`config.mk`:
```
export PLATFORM = sky130hd
export DESIGN_NAME = mux_sincrono_rr
export DESIGN_NICKNAME = d
export VERILOG_FILES = /design/src/rtl/mux_sincrono_rr.sv
export SDC_FILE = /design/constraint.sdc
export NUM_CORES = 1
export LEC_CHECK = 0
export ABC_AREA = 1
export CORE_MARGIN = 10
export CORE_UTILIZATION = 30
export CTS_BUF_LIST = sky130_fd_sc_hd__clkbuf_8
export CTS_CLUSTER_SIZE = 28
export DETAILED_ROUTE_END_ITERATION = 6
export GPL_ROUTABILITY_DRIVEN = 0
export SETUP_SLACK_MARGIN = 0.5
export SLEW_MARGIN = 20
export SYNTH_ARGS = -nofsm -noshare
export SYNTH_HDL_FRONTEND = slang
export SYNTH_SLANG_ARGS = --single-unit
```
`constraint.sdc`:
```
create_clock -name i_clk -period 3.2 [get_ports i_clk]
set_input_delay 0.96 -clock i_clk [delete_from_list [all_inputs] [get_ports i_clk]]
set_output_delay 0.96 -clock i_clk [all_outputs]
set_load 0.005 [all_outputs]
```
`src/rtl/mux_sincrono_rr.sv`:
```
// Pipelined N-channel registered multiplexer with direct select and round-robin scan.
// Two register stages: S1 captures the selection, stage 2 drives the outputs.
module mux_sincrono_rr #(
  parameter int unsigned DATA_W = 8,
  parameter int unsigned N_CH   = 4,
  parameter int unsigned SEL_W  = 2
) (
  input  logic                     i_clk,
  input  logic                     i_rst,
  input  logic [N_CH*DATA_W-1:0]   i_data,
  input  logic [N_CH-1:0]          i_ch_en,
  input  logic [SEL_W-1:0]         i_selector,
  input  logic                     i_mode,
  input  logic                     i_valid,
  input  logic                     i_hold,
  output logic [DATA_W-1:0]        o_q,
  output logic [SEL_W-1:0]         o_channel,
  output logic                     o_valid,
  output logic                     o_err
);

  localparam int unsigned IDX_W = SEL_W + 1;
  localparam logic [SEL_W-1:0] RR_RST = SEL_W'(N_CH - 1);

  typedef struct packed {
    logic [DATA_W-1:0] data;
    logic [SEL_W-1:0]  ch;
    logic              valid;
    logic              err;
  } stage_t;

  stage_t            s1_q, s1_d;
  stage_t            s2_q, s2_d;
  logic [SEL_W-1:0]  rr_last_q, rr_last_d;

  logic [DATA_W-1:0] dir_word;
  logic              dir_ok;
  logic              rr_found;
  logic [SEL_W-1:0]  rr_idx;
  logic [DATA_W-1:0] rr_word;
  logic [IDX_W-1:0]  cand;

  // Direct-mode word and round-robin grant search starting just after rr_last
  always_comb begin
    dir_word = '0;
    dir_ok   = (IDX_W'(i_selector) < IDX_W'(N_CH));
    for (int unsigned k = 0; k < N_CH; k++) begin
      if (i_selector == SEL_W'(k)) dir_word = i_data[k*DATA_W +: DATA_W];
    end

    rr_found = 1'b0;
    rr_idx   = '0;
    rr_word  = '0;
    cand     = '0;
    for (int unsigned i = 0; i < N_CH; i++) begin
      cand = IDX_W'(rr_last_q) + IDX_W'(i + 1);
      if (cand >= IDX_W'(N_CH)) cand = cand - IDX_W'(N_CH);
      for (int unsigned k = 0; k < N_CH; k++) begin
        if (!rr_found && (cand == IDX_W'(k)) && i_ch_en[k]) begin
          rr_found = 1'b1;
          rr_idx   = SEL_W'(k);
          rr_word  = i_data[k*DATA_W +: DATA_W];
        end
      end
    end
  end

  // Next-state for both stages and the scan pointer; hold freezes everything
  always_comb begin
    s1_d      = s1_q;
    s2_d      = s2_q;
    rr_last_d = rr_last_q;
    if (!i_hold) begin
      s2_d = s1_q;
      if (!i_valid) begin
        s1_d.valid = 1'b0;
        s1_d.err   = 1'b0;
      end else if (!i_mode) begin
        if (dir_ok) begin
          s1_d.data  = dir_word;
          s1_d.ch    = i_selector;
          s1_d.valid = 1'b1;
          s1_d.err   = 1'b0;
        end else begin
          s1_d.data  = '0;
          s1_d.valid = 1'b0;
          s1_d.err   = 1'b1;
        end
      end else begin
        s1_d.err = 1'b0;
        if (rr_found) begin
          s1_d.data  = rr_word;
          s1_d.ch    = rr_idx;
          s1_d.valid = 1'b1;
          rr_last_d  = rr_idx;
        end else begin
          s1_d.valid = 1'b0;
        end
      end
    end
  end

  always_ff @(posedge i_clk) begin
    if (i_rst) begin
      s1_q      <= '0;
      s2_q      <= '0;
      rr_last_q <= RR_RST;
    end else begin
      s1_q      <= s1_d;
      s2_q      <= s2_d;
      rr_last_q <= rr_last_d;
    end
  end

  assign o_q       = s2_q.data;
  assign o_channel = s2_q.ch;
  assign o_valid   = s2_q.valid;
  assign o_err     = s2_q.err;

endmodule

```
* Word level (Yosys, flattened, before mapping)
Index checks and enable logic that the tools add are counted.
Storage, ports and cells: bits of input ports 43, output and inout bits 12, register bits 26, logic and storage cells 150
Operators by class: muxes and demuxes 59, reduce and logical (&&, ||, !) cells 53, bitwise gates (word level) 1, magnitude comparators 4, $add $sub $neg 8, equality and inequality tests 16
Operator list (number):
- $mux 8 | 20
- $logic_and 1x1->1 | 31
- $mux 2 | 15
- $eq 3x2->1 const B | 8
- $mux 1 | 18
- $logic_not 1->1 | 15
- $eq 3x1->1 const B | 4
- $ge 3x3->1 const B | 4
- $logic_not 3->1 | 4
- $mux 12 | 1
- $mux 3 | 4
- $sub 3x3->3 const B | 4
- $mux 10 | 1
- $add 2x2->3 const B | 2
- $eq 2x2->1 const B | 2
- $reduce_and 4->1 | 1
- $add 2x1->3 const B | 1
- $add 2x3->3 const B | 1
- $reduce_and 3->1 | 1
- $eq 2x1->1 const B | 1
- $logic_not 2->1 | 1
- $ne 2x1->1 const B | 1
- $not 1->1 | 1

* Longest topological paths before layout
Gate-level depths: netlist of the first run.
word-level depth 69, gate-level depth with buffers 18, mapped depth without buffers 17

* Worst setup path after synthesis of the first run
OpenSTA, ideal clock, no wires.
kind input to register, from input i_ch_en[2], to register s1_q[11] (netlist bit), library setup time 0.114 ns, data required time 3.086 ns, path slack 0.380 ns, arrival 2.705 ns, stages 17, cells stage by stage clkbuf_1 -> nand3_1 -> nand2_2 -> nor2_8 -> nand4_4 -> nor2_8 -> nand4_4 -> nor2_4 -> buf_6 -> nand3_4 -> nor2_4 -> nand3_2 -> nand2_2 -> buf_6 -> nand2_1 -> nand2_1 -> a21oi_2
Between the ends: cells in the longest elaborated chain, start to end 56, elaborated cells between the ends (all ways) 72
Ends and longest elaborated chain:
- from (decl) | RTL line 11 | input logic [N_CH-1:0] i_ch_en,
- $logic_and 1x1->1 | RTL line 59 | if (!rr_found && (cand == IDX_W'(k)) && i_ch_en[k]) begin
- $mux 1 | RTL line 59
- $logic_not 1->1 | RTL line 59
- $logic_and 1x1->1 (2 in a row) | RTL line 59
- $mux 1 | RTL line 59
- $logic_not 1->1 | RTL line 59
- $logic_and 1x1->1 (2 in a row) | RTL line 59
- $mux 1 | RTL line 59
- [... 36 more ...]
- $logic_not 1->1 | RTL line 59
- $logic_and 1x1->1 (2 in a row) | RTL line 59
- $mux 1 | RTL line 59
- $logic_not 1->1 | RTL line 59
- $logic_and 1x1->1 (2 in a row) | RTL line 59
- $mux 1 or $mux 8 (tied branches) | RTL line 59
- $ne 2x1->1 (no line) or $mux 10 (tied branches)
- $reduce_and 3->1 (no line) or $mux 12 (tied branches)
- to (signal assigned) | RTL line 105 | s1_q <= '0;
- to (signal assigned) | RTL line 109 | s1_q <= s1_d;
- to (decl) | RTL line 32 | stage_t s1_q, s1_d;
Parallel ways exist; a longest one is shown, timed or not. The select of a mux whose other input is x is not followed. A chain may end at the register's enable or synchronous reset.

* Final worst setup path of the first run
from input i_ch_en[2], to register s1_q[8] (netlist bit)
Same word-level chain as after synthesis.

==> summary.txt, run 1 <==
status = finished clean
routed wire length = 9390 um
worst path cell trace = clkbuf_2, nand3_4, nand2_4, nor2_8, nand4_4, nor2_8, nand4_4, nor2_4, nand4_1, nor2_4, buf_12, buf_16, a21oi_1, nand2_1, a21oi_2
CTS Sinks = 24
post-synth top area cell = dfxtp_1
Clk pwr share = 19.2%
CORE AREA = 9200 um2
Fin Clk Skew = 0.00514 ns
clock latency on the worst-skew pair = 0.26 ns
Comb power frac = 48.4%
Congestion Overflow GR = 0
R2R cell count = 15
Via Count = 3390
crit share post-route = 79.9%
CP max FO = 8
FF-to-FF Start = rr_last_q[1]$_SDFFE_PP1P_
Power Dens Cells = 263 nW/um2
Buf/Inv on CP = 3
Final nets = 640
Slew Viols, Final = 0
CP Launch Type = input port
CTS tree = yes
Initial DRC Count = 233
mux contribution to synthesized area = 0%
register area share after synthesis = 17.1%
FF-to-FF End = s1_q[8]$_SDFFE_PP0P_
dpl hpwl = 7650 um
Syn. warnings = 0
sequential share of power = 32.4%
area fraction in compound gates after synthesis = 12.1%
CTS Buf Count = 3
Finished Core Util = 42.3%
Syn Nets = 561
fin crit period = 2.56 ns
min-delay worst type = flip-flop to flip-flop
largest family of logic cells by synthesized area = simple AND/OR/NAND/NOR gates
DR pass1 iterations = 5
Clock Pin Slew Worst Setup and Hold Paths = 0.08 ns
num rows = 35
critical path class = input port to flip-flop
DP Area = 3660 um2
Hold Crit Start = s1_q[10]$_SDFFE_PP0P_
RSZ-0062 raised after global routing = true
Crit path max-delay family = simple AND/OR/NAND/NOR gates
Remaining DRCs = 0
maxcap violations = 0
Post-Synth Simple-Gate Area = 57.5%
Max Fclk = 391 MHz
standby leakage power = 1.87 nW
commonest non-fill, non-tap cells in the layout = nand2_1 (112), nor2_1 (104), inv_1 (61)
Critical Path Slowest Stage Cell = nor2_4
IO Pins = 55
synthesis-stage register bit count = 24
crit end category = flip-flop
synthesized instance count = 518
Chip Width = 117 um
Int Pwr = 0.643 mW
H-tree depth = 1
Total GRT Usage = 13.7%
Slew @ Worst Pin = 0.595 ns
Port Buffers = 53
most common cell after layout, fill and taps aside = nand2_1
maximum VDD drop = 0.174 mV
dominant cells by area after synthesis = dfxtp_1 (17%), nand2_1 (15%), nor2_1 (14%)
pin count of the biggest net entering global routing = 24
Hold Vio Cnt, Final = 0
vias per std cell = 4.79
synth unique cells = 28
Min-Delay Endpoint = o_q[6]$_SDFFE_PP0N_
final setup vio count = 0
DIE HEIGHT = 117 um
CTS Buffer Depth = 2
hold depth = 2
XOR/XNOR share of the synthesized area = 0%
routed len/inst = 13.3 um
cts hold-fix bufs = 0
CP arrival = 2.71 ns
number of global-route vias before repair = 3306
relative slew slack = 60.3%
switch share = 37.2%
first-pass GRT wire length = 15600 um
share of the synthesized area in the top cell type = 17.1%
crit-path max cell delay = 0.21 ns
CTS root buffer = clkbuf_8
ant diodes = 0
Initial Util = 30.6%
initial antenna violation count = 0
net switching power = 0.380 mW
setup TNS = 0 ns
Antenna Violating Nets Remaining = 0
Die ar. = 13700 um2
flop2flop setup slack = 0.71 ns
Post-Syn Area = 2820 um2
share of layout cells above drive strength 1 = 16.3%
Syn Area/Cell = 5.44 um2
post-synthesis adder-cell area fraction = 0%
Final Instance Area = 3890 um2
critical path data required time = 3.35 ns
Area Growth Syn to Fin = 38.1%
[stage by stage]
stage	hold slack, ns	cells	power, mW	setup WS (ns)
CTS	0.458	701	1.01	0.522
detailed placement	0.445	693	0.799	-0.0790
finish	0.454	707	1.02	0.644
global placement	0.442	693	0.793	-0.0545
floorplan	0.429	518	0.624	0.457
global route	0.488	707	1.11	0.496
[power groups by stage]
stage                     Clock, mW  Sequential, mW  Combinational [mW]
after detailed placement          0           0.339               0.461
after global placement            0           0.338               0.455
after floorplan                   0           0.334               0.290
after CTS                     0.207           0.332               0.476
final                         0.196           0.332               0.495
after global routing          0.217           0.335               0.556
[layer usage]
| layer | vias up | GRT usage (%) | routed length (um) | part of all wire [%] |
|---|---|---|---|---|
| met5 | - | 0 | 0 | 0 |
| met1 | 1435 | 17.2 | 4250 | 45 |
| met3 | 8 | 2.45 | 622 | 6.6 |
| met4 | 0 | 3.95 | 163 | 1.7 |
| li1 | 1827 | - | - | - |
| met2 | 120 | 23.2 | 4350 | 46 |
[worst max path at each step]
stage,from,endpoint,slack [ns],depth (start not counted)
after CTS,i_ch_en[3],s1_q[8]$_SDFFE_PP0P_,0.52,15
after global placement,i_ch_en[1],s1_q[7]$_SDFFE_PP0P_,-0.05,15
after floorplan,i_ch_en[1],s1_q[11]$_SDFFE_PP0P_,0.46,17
after detailed placement,i_ch_en[1],s1_q[10]$_SDFFE_PP0P_,-0.08,15
final,i_ch_en[2],s1_q[8]$_SDFFE_PP0P_,0.64,15
after global routing,i_data[8],s1_q[4]$_SDFFE_PP0P_,0.50,15
[Yosys cell counts (all sizes together)]
| cell | instances |
|---|---|
| nor2 | 124 |
| nand2 | 117 |
| inv | 67 |
| nand3 | 65 |
| a21oi | 33 |
| nand4 | 26 |
| dfxtp | 24 |
| o21ai | 24 |
| nor3 | 13 |
| buf | 10 |
| clkbuf | 6 |
| clkinv | 4 |
| o221ai | 3 |
| conb | 1 |
| nor3b | 1 |
[area by class of cell]
cell class,count,area [um2]
repair buffers,89,891
fillers,996,5310
clock buffers,4,55.1
well taps,111,139
inverters,71,269
multi-input cells,408,2060
flip-flops and latches,24,482
[sequential cells by signal, summed over array words and instances, names as in the netlist]
signal and flops:
o_channel 2, o_q 8, o_valid 1, rr_last_q 2
s1_q 11
[kinds of logic (layout without fill, tap and decap cells)]
| family | Yosys count | after routing |
|---|---|---|
| compound gates | 60 | 60 |
| buf+inv | 87 | 164 |
| other cells | 1 | 1 |
| flops | 24 | 24 |
| simple gates | 346 | 347 |
[tightest hold or removal path: stages (launching register included)]
cell and delay (ns):
dfxtp_1 0.30, inv_1 0.06, a21oi_1 0.05
[repair_timing]
| item | 4_1_cts | 5_1_grt |
|---|---|---|
| resized for setup | 17 | 18 |
| setup buffers | 2 | 5 |
| gates cloned | 2 | 1 |
| setup endpoints to repair | 13 | 10 |
| pin swaps | 6 | 13 |
Note: power is estimated with default switching activity, not from simulation.
==> run 2, diff against run 1 <==
Clock period 3.2 ns to 2.1 ns, I/O delays scaled along.
==> run 2 against run 1 <==
Compared with the run above:
- the flow now finishes with violations (setup timing)
- die area unchanged
- hold slack got worse by 0.0016 ns
- global-route usage increased by 1.1 points
- count of clock-buffer cells in the layout decreased by 1
- flip-flop and latch count unchanged
- sequential power increased by 51%
- critical endpoint is now s1_q[11]$_SDFFE_PP0P_
- largest power group unchanged
==> summary.txt, run 2 (synthesis gave the netlist of run 1 again) <==
status = finished, violations left
violated checks = setup timing
commonest non-fill, non-tap cells in the layout = nand2_1 (104), nor2_1 (99), buf_4 (98)
CTS Buffer Depth = 2
share of layout cells above drive strength 1 = 29.6%
IO Pins = 55
H-tree depth = 1
routed wire length = 10100 um
Total GRT Usage = 14.8%
Die ar. = 13700 um2
number of global-route vias before repair = 3753
Initial Util = 30.6%
pin count of the biggest net entering global routing = 24
relative slew slack = 65.3%
CP arrival = 2.45 ns
vias per std cell = 4.72
most common cell after layout, fill and taps aside = nand2_1
Power Dens Cells = 389 nW/um2
Finished Core Util = 50.7%
Hold Vio Cnt, Final = 0
CTS root buffer = clkbuf_8
non-filler cells, final = 790
placed insts = 771
DIE HEIGHT = 117 um
cts hold-fix bufs = 0
clock latency on the worst-skew pair = 0.26 ns
Initial DRC Count = 240
setup TNS = -1.82 ns
hold slack = 0.453 ns
DP Area = 4250 um2
CTS tree = yes
CP Launch Type = input port
Top reg by flops = s1_q
multi-input combinational cell area = 2180 um2
CORE AREA = 9200 um2
Congestion Overflow GR = 0
ant diodes = 0
Final Instance Area = 4670 um2
maximum VDD drop = 0.229 mV
CTS Sinks = 24
crit share post-route = 109%
Remaining DRCs = 0
fin crit period = 2.29 ns
Via Count = 3730
Port Buffers = 53
Antenna Violating Nets Remaining = 0
Chip Width = 117 um
critical path data required time = 2.26 ns
Final nets = 723
maxcap violations = 0
CTS Buf Count = 3
Fin Clk Skew = 0.000916 ns
DR pass1 iterations = 4
fill count = 954
crit end category = flip-flop
Area Growth Syn to Fin = 65.6%
first-pass GRT wire length = 16900 um
standby leakage power = 2.31 nW
Worst Slack Setup Final = -0.190 ns
Slew @ Worst Pin = 0.518 ns
num rows = 35
Slew Viols, Final = 0
Reg area = 489 um2
initial antenna violation count = 0
Clock Pin Slew Worst Setup and Hold Paths = 0.08 ns
CP max FO = 8
routed len/inst = 12.8 um
dpl hpwl = 8290 um
critical path class = input port to flip-flop
RSZ-0062 raised after global routing = true
final setup vio count = 13
max FFs per register = 11
Max Fclk = 437 MHz
min-delay worst type = flip-flop to flip-flop
-- run 2: layer usage --
metal	track usage, %	routed length (um)	up-vias
met1	17.4	4380	1625
met5	0	0	-
met4	4.45	142	0
met2	26.9	5060	93
li1	-	-	2002
met3	2.14	555	10
-- run 2: layout make-up --
type	count	share of cell area, %
inverters	71	5.85
clock inverters	1	0.644
clock buffers	3	0.885
multi-input cells	409	46.6
well taps	111	2.98
repair buffers	171	32.5
flip-flops and latches	24	10.5
-- run 2: report_power, final --
part,switching [mW],total [mW],internal [mW]
combinational,0.482,0.924,0.443
sequential,0.0145,0.500,0.486
clock,0.135,0.390,0.254
-- run 2: worst max-delay path: stages --
cell     delay, ns
buf_2         0.12
nand3_4       0.10
buf_12        0.11
nand2_8       0.06
nor2_8        0.12
nand4_4       0.12
nor2_8        0.15
nand4_4       0.11
nor2_4        0.12
nand4_1       0.18
nor2_4        0.18
buf_12        0.13
buf_16        0.11
a21oi_1       0.06
nand2_1       0.09
a21oi_2       0.05
-- run 2: final timing paths --
| path | start | end | slack (ns) | depth (start not counted) |
|---|---|---|---|---|
| worst max-delay path | i_ch_en[0] | s1_q[11]$_SDFFE_PP0P_ | -0.19 | 16 |
| worst min register to register | s1_q[2]$_SDFFE_PP0P_ | o_channel[0]$_SDFFE_PP0N_ | 0.45 | 2 |
| worst min-delay path | s1_q[2]$_SDFFE_PP0P_ | o_channel[0]$_SDFFE_PP0N_ | 0.45 | 2 |
| worst max register to register | rr_last_q[0]$_SDFFE_PP1P_ | s1_q[11]$_SDFFE_PP0P_ | -0.18 | 16 |
-- run 2: metrics by stage --
step                setup slack [ns]  total power, mW
finish                        -0.190             1.81
global route                  -0.341             1.95
detailed placement            -0.835             1.33
floorplan                     -0.313            0.951
CTS                           -0.116             1.76
global placement              -0.744             1.32
-- run 2: repair_timing --
action / CTS / global route
setup buffers: 8 / 4
setup endpoints to repair: 24 / 13
pin swaps: 15 / 20
gates resized for setup: 53 / 34
cloned: 2 / 1
